## config.mk

```make
export PLATFORM = sky130hd
export DESIGN_NAME = dot_prod_feeder
export DESIGN_NICKNAME = d
export VERILOG_FILES = /design/src/rtl/rnn_pkg.sv /design/src/rtl/vec_pingpong_buf.sv /design/src/rtl/dot_prod_feeder.sv
export SDC_FILE = /design/constraint.sdc
export NUM_CORES = 1
export LEC_CHECK = 0
export BUFFER_PORTS_ARGS = -buffer_cell sky130_fd_sc_hd__buf_4
export CAP_MARGIN = 20
export CORE_MARGIN = 2
export CORE_UTILIZATION = 36
export CTS_CLUSTER_DIAMETER = 30
export DETAILED_ROUTE_END_ITERATION = 8
export PLACE_DENSITY = 0.58
export SYNTH_ARGS = -nofsm -noshare
export SYNTH_HDL_FRONTEND = slang
export SYNTH_SLANG_ARGS = --single-unit
export TNS_END_PERCENT = 100
```

## constraint.sdc

```tcl
create_clock -name clk -period 27.8 [get_ports clk]
set_input_delay 1.39 -clock clk [delete_from_list [all_inputs] [get_ports clk]]
set_output_delay 1.39 -clock clk [all_outputs]
set_load 0.05 [all_outputs]
```

## src/rtl/rnn_pkg.sv

```systemverilog
// Shared definitions for the RNN datapath: fixed-point width derivation,
// address-width helper and the feeder control-state encoding.
package rnn_pkg;

    typedef enum logic [1:0] {
        IDLE  = 2'd0,
        START = 2'd1,
        RUN   = 2'd2
    } fsm_state_t;

    // Ceiling log2, never less than 1 so a single-entry memory still has an address bit.
    function automatic int log2(input int n);
        int r;
        r = 0;
        while ((1 << r) < n) r++;
        return (r < 1) ? 1 : r;
    endfunction

    function automatic int calc_bitwidth(input int qn, input int qm);
        return qn + qm + 1;
    endfunction

endpackage

```

## src/rtl/vec_pingpong_buf.sv

```systemverilog
// Two-bank input-vector buffer: one bank fills from the upstream stream while
// the other is read by column address; banks are recycled on release.
module vec_pingpong_buf #(
    parameter int NCOL          = 4,
    parameter int BITWIDTH      = 18,
    parameter int ADDR_BITWIDTH = 2
) (
    input  logic                       clk,
    input  logic                       reset,
    input  logic signed [BITWIDTH-1:0] i_data,
    input  logic                       i_valid,
    output logic                       o_ready,
    input  logic                       i_release,
    output logic                       o_rd_full,
    input  logic [ADDR_BITWIDTH-1:0]   i_rd_addr,
    output logic signed [BITWIDTH-1:0] o_rd_data
);

    logic signed [BITWIDTH-1:0] r_buf [2][NCOL];
    logic [1:0]                 r_full;
    logic                       r_wr_bank;
    logic                       r_rd_bank;
    logic [ADDR_BITWIDTH-1:0]   r_wr_cnt;
    logic                       r_live;
    logic signed [BITWIDTH-1:0] r_rd_data;

    logic w_push;
    logic w_last;
    logic w_rd_ok;

    // r_live keeps in_ready low for the whole reset and rises the cycle after release.
    assign o_ready   = r_live && !r_full[r_wr_bank];
    assign w_push    = i_valid && o_ready;
    assign w_last    = (r_wr_cnt == ADDR_BITWIDTH'(NCOL - 1));
    assign w_rd_ok   = ({1'b0, i_rd_addr} < (ADDR_BITWIDTH + 1)'(NCOL));
    assign o_rd_full = r_full[r_rd_bank];
    assign o_rd_data = r_rd_data;

    always_ff @(posedge clk) begin
        if (reset) begin
            r_full    <= '0;
            r_wr_bank <= 1'b0;
            r_rd_bank <= 1'b0;
            r_wr_cnt  <= '0;
            r_live    <= 1'b0;
        end else begin
            r_live <= 1'b1;
            if (w_push) begin
                if (w_last) begin
                    r_full[r_wr_bank] <= 1'b1;
                    r_wr_bank         <= !r_wr_bank;
                    r_wr_cnt          <= '0;
                end else begin
                    r_wr_cnt <= r_wr_cnt + 1'b1;
                end
            end
            // A filling bank is never the bank being released, so both updates coexist.
            if (i_release) begin
                r_full[r_rd_bank] <= 1'b0;
                r_rd_bank         <= !r_rd_bank;
            end
        end
    end

    always_ff @(posedge clk) begin
        if (w_push) r_buf[r_wr_bank][r_wr_cnt] <= i_data;
    end

    always_ff @(posedge clk) begin
        if (reset)        r_rd_data <= '0;
        else if (w_rd_ok) r_rd_data <= r_buf[r_rd_bank][i_rd_addr];
        else              r_rd_data <= '0;
    end

endmodule

```

## src/rtl/dot_prod_feeder.sv

```systemverilog
// Operand feeder for the dot-product engine: weight column memory, ping-pong
// input buffer and run control. Define FEEDER_ERR_CNT_EN to build the error counter.
module dot_prod_feeder
    import rnn_pkg::*;
#(
    parameter int  NROW          = 16,
    parameter int  NCOL          = 4,
    parameter int  QN            = 6,
    parameter int  QM            = 11,
    localparam int BITWIDTH      = calc_bitwidth(QN, QM),
    localparam int ADDR_BITWIDTH = log2(NCOL)
) (
    input  logic                         clk,
    input  logic                         reset,
    input  logic signed [BITWIDTH-1:0]   in_data,
    input  logic                         in_valid,
    output logic                         in_ready,
    input  logic                         w_wr_en,
    input  logic [ADDR_BITWIDTH-1:0]     w_wr_addr,
    input  logic [BITWIDTH*NROW-1:0]     w_wr_data,
    input  logic [ADDR_BITWIDTH-1:0]     rd_addr,
    output logic [BITWIDTH*NROW-1:0]     rd_weight_row,
    output logic signed [BITWIDTH-1:0]   rd_input,
    output logic                         eng_start,
    input  logic                         eng_done,
    output logic                         busy,
    output logic [7:0]                   err_cnt
);

    localparam int ROW_W = BITWIDTH * NROW;

    fsm_state_t       r_state;
    fsm_state_t       w_state_nxt;
    logic [ROW_W-1:0] r_wmem [NCOL];
    logic [ROW_W-1:0] r_rd_weight_row;

    logic w_release;
    logic w_bank_full;
    logic w_wr_addr_ok;
    logic w_wr_ok;
    logic w_rd_addr_ok;

    vec_pingpong_buf #(
        .NCOL          (NCOL),
        .BITWIDTH      (BITWIDTH),
        .ADDR_BITWIDTH (ADDR_BITWIDTH)
    ) u_buf (
        .clk       (clk),
        .reset     (reset),
        .i_data    (in_data),
        .i_valid   (in_valid),
        .o_ready   (in_ready),
        .i_release (w_release),
        .o_rd_full (w_bank_full),
        .i_rd_addr (rd_addr),
        .o_rd_data (rd_input)
    );

    assign w_wr_addr_ok  = ({1'b0, w_wr_addr} < (ADDR_BITWIDTH + 1)'(NCOL));
    assign w_rd_addr_ok  = ({1'b0, rd_addr} < (ADDR_BITWIDTH + 1)'(NCOL));
    assign w_wr_ok       = w_wr_en && (r_state == IDLE) && w_wr_addr_ok;
    assign eng_start     = (r_state == START);
    assign busy          = (r_state != IDLE);
    assign rd_weight_row = r_rd_weight_row;

    // Weights only change between runs so the engine never sees a torn column.
    always_ff @(posedge clk) begin
        if (w_wr_ok) r_wmem[w_wr_addr] <= w_wr_data;
    end

    always_ff @(posedge clk) begin
        if (reset)             r_rd_weight_row <= '0;
        else if (w_rd_addr_ok) r_rd_weight_row <= r_wmem[rd_addr];
        else                   r_rd_weight_row <= '0;
    end

    always_ff @(posedge clk) begin
        if (reset) r_state <= IDLE;
        else       r_state <= w_state_nxt;
    end

    always_comb begin
        w_state_nxt = r_state;
        w_release   = 1'b0;
        case (r_state)
            IDLE:  if (w_bank_full) w_state_nxt = START;
            START: w_state_nxt = RUN;
            RUN: begin
                if (eng_done) begin
                    w_release   = 1'b1;
                    w_state_nxt = IDLE;
                end
            end
            default: w_state_nxt = IDLE;
        endcase
    end

`ifdef FEEDER_ERR_CNT_EN
    localparam int STALL_W = $clog2(NCOL + 2);

    logic [7:0]         r_err_cnt;
    logic [STALL_W-1:0] r_stall_cnt;
    logic               w_stall;
    logic               w_err_evt;

    assign w_stall   = in_valid && !in_ready;
    // The stall counter parks at NCOL+1, so each stall episode reports once.
    assign w_err_evt = (w_wr_en && !w_wr_ok)
                    || (eng_done && (r_state != RUN))
                    || (w_stall && (r_stall_cnt == STALL_W'(NCOL)));
    assign err_cnt   = r_err_cnt;

    always_ff @(posedge clk) begin
        if (reset) begin
            r_stall_cnt <= '0;
            r_err_cnt   <= '0;
        end else begin
            if (!w_stall)                             r_stall_cnt <= '0;
            else if (r_stall_cnt <= STALL_W'(NCOL))   r_stall_cnt <= r_stall_cnt + 1'b1;
            if (w_err_evt && (r_err_cnt != 8'hFF))    r_err_cnt   <= r_err_cnt + 1'b1;
        end
    end
`else
    assign err_cnt = 8'd0;
`endif

endmodule

```

==> flow_summary.json <==
{
  "status": "finished, final reports clean",
  "initial_core_util_pct": 36.2,
  "fmax_mhz": 228,
  "place_inst": 5032,
  "skew_ns": 0.0767,
  "r2r-start": "r_state[1]",
  "crit_end": "rd_weight_row[78]",
  "ant_nets": 0,
  "start_kind": "primary input",
  "cp.required_ns": 28.56,
  "period_minus_slack_ns": 4.39,
  "die_area_sq_um": 158000,
  "yosysWarningCount": 0,
  "setup_slack_ns": 23.41,
  "synthesis.area_sq_um": 55700,
  "area_growth_pct": 34.1,
  "wl_per_cell_um": 21.5,
  "fp.dieW_um": 397,
  "mostFrequentLayoutCell": "edfxtp_1",
  "core_sq_um": 154000,
  "vias": 26458,
  "slew_violations": 0,
  "final_cells": 5681,
  "first_iter_violations": 1425,
  "post-place-ws_ns": 22.29,
  "die_h_um": 397,
  "fillCellCount": 12661,
  "cts_tree": "built",
  "drt_wl_total_um": 122000,
  "ys_ff_latch": 1612,
  "clock_path_buffers": 4,
  "grt_pass1_wl_um": 179000,
  "nets": 3667,
  "dpl_cell_area_sq_um": 62600,
  "crit_path_start": "rd_addr[0]",
  "cp_max_fo": 64,
  "syn_area_per_cell_sq_um": 22.9,
  "post_cts_resized": 0,
  "max-cap-violations": 0,
  "ys_types": 31,
  "drt_pass1_iterations": 7,
  "syn_inst": 2429,
  "fin_area_sq_um": 74700,
  "grtUsageTotal_pct": 15.2,
  "ir_drop_uv": 58.3,
  "worstSetupPathType": "in2reg",
  "layout-drive-gt1-share_pct": 43.4,
  "drc_errors": 0,
  "finalWeightedCongestion": 0.718,
  "dp_hpwl_um": 70500,
  "cts.sink_count": 1612,
  "slew_headroom_pct": 30.9,
  "h-tree-depth": 5,
  "total_power_mw": 7.21,
  "finalHoldViolCount": 0,
  "setup-tns-final_ns": 0,
  "setup_viol": 0,
  "p_leak_nw": 26.7,
  "ios": 632,
  "routed_via_density": 4.66,
  "cts_setup_buffers": 0,
  "rsz0062_at_grt": "no",
  "timing.rr.end": "r_wmem[1][125]",
  "numCtsBuffers": 358,
  "layout_common_cells": "1,296 x edfxtp_1, 664 x buf_4, 364 x clkbuf_16, 324 x mux4_2, 316 x dfxtp_1",
  "hold_path.class": "reg2reg",
  "grt_overflow": 0,
  "worst_slew_pin_slew_ns": 1.04,
  "portBuffers": 623,
  "antenna_found_initial": 20,
  "reg2reg_slack_ns": 23.60,
  "min_period_over_period_pct": 15.8,
  "first_global_vias": 27982,
  "crit_arrival_ns": 5.14,
  "root_buffer": "clkbuf_16",
  "cellPowerDensity_nw_per_um2": 96.5,
  "grt_max_degree": 137,
  "clk_pin_slew_ns": 0.04,
  "insertion_delay_ns": 0.89,
  "fp-row-count": 144,
  "ctsHoldBuffers": 0,
  "yosysSeqAreaShare_pct": 81.2,
  "r2r_cells": 7,
  "cp-end-kind": "register"
}
report_power, final:
part           switching, mW  leakage (nW)  total, mW  internal (mW)
logic                  0.234          6.42      0.372          0.138
registers             0.0227          14.5       2.73           2.70
clock network           1.29          5.75       4.11           2.82
total                   1.54          26.7       7.21           5.66
logic make-up (layout without fill, tap and decap cells):
| family | count (synthesis) | in the layout | share of synthesized area, % |
|---|---|---|---|
| flops | 1612 | 1612 | 81.2 |
| buf+inv | 123 | 1316 | 1.40 |
| simple gates | 334 | 334 | 3.66 |
| compound gates | 9 | 9 | 0.108 |
| other cells | 1 | 16 | 0.00673 |
| mux | 345 | 345 | 13.5 |
| xor+xnor | 1 | 1 | 0.0157 |
| fa+ha+maj | 4 | 4 | 0.0899 |
metal layers:
metal | wire length, um | global-route usage, %
met2 | 58800 | 23.8
met3 | 11900 | 7.02
met1 | 48700 | 18.5
met4 | 2250 | 5.00
met5 | 194 | 0
synth_stat cells (all sizes together):
master	instances	share of area, %
inv	6	0.040
o21a	1	0.013
nand4b	1	0.016
mux2	1	0.020
nand4	1	0.011
nand2	2	0.013
nor2	23	0.16
o221a	1	0.020
o21ai	3	0.027
nor3	3	0.027
xnor2	1	0.016
buf	82	1.1
a211oi	1	0.013
nor3b	3	0.040
mux2i	20	0.36
dfxtp	316	11
a21oi	2	0.018
ha	4	0.090
mux4	324	13
a41oi	1	0.016
and4	1	0.016
conb	1	0.0067
clkbuf	35	0.24
nor2b	1	0.011
and4b	1	0.018
and2	296	3.3
nand3b	1	0.013
edfxtp	1296	70
or4	1	0.013
worst min path at each step:
stage / from / end / slack, ns / depth (start not counted)
CTS: u_buf.r_wr_cnt[0] / u_buf.r_wr_cnt[0] / 0.54 / 2
global route: u_buf.r_wr_cnt[1] / u_buf.r_wr_cnt[1] / 0.57 / 2
floorplan: u_buf.r_wr_cnt[1] / u_buf.r_wr_cnt[1] / 0.49 / 2
global placement: u_buf.r_wr_cnt[0] / u_buf.r_wr_cnt[0] / 0.52 / 2
detailed placement: u_buf.r_wr_cnt[1] / u_buf.r_wr_cnt[1] / 0.53 / 2
finish: u_buf.r_wr_cnt[0] / u_buf.r_wr_cnt[0] / 0.54 / 2
critical path: stages:
cell    delay, ns
buf_8        0.53
buf_4        0.68
buf_4        0.78
buf_4        0.78
mux4_2       0.61
and2_1       0.17
per-stage QoR:
stage | util (%) | hold slack [ns]
5_1_grt | 48.5 | 0.575
3_3_place_gp | 40.7 | 0.520
4_1_cts | 48.5 | 0.540
2_1_floorplan | - | 0.487
3_5_place_dp | 40.7 | 0.533
6_report | 48.5 | 0.542
flip-flops by register name (all words and copies together), names as in the netlist, named ones only:
name and count:
r_state 2, r_wmem 1152, rd_weight_row 288, u_buf.o_rd_data 18, u_buf.r_buf 144, u_buf.r_full 2
u_buf.r_live 1, u_buf.r_rd_bank 1, u_buf.r_wr_bank 1, u_buf.r_wr_cnt 2
layout make-up:
type | instances | area (sq um) | area share (%)
tap | 2044 | 2560 | 3.43
sequential | 1612 | 45200 | 60.6
inverter | 6 | 30.0 | 0.0402
multi-input combinational | 701 | 9720 | 13.0
antenna | 8 | 20.0 | 0.0268
clock inverter | 208 | 2390 | 3.21
clock buffer | 433 | 9610 | 12.9
timing repair buffer | 669 | 5090 | 6.82
No activity file was read; power rests on OpenSTA's default activity.
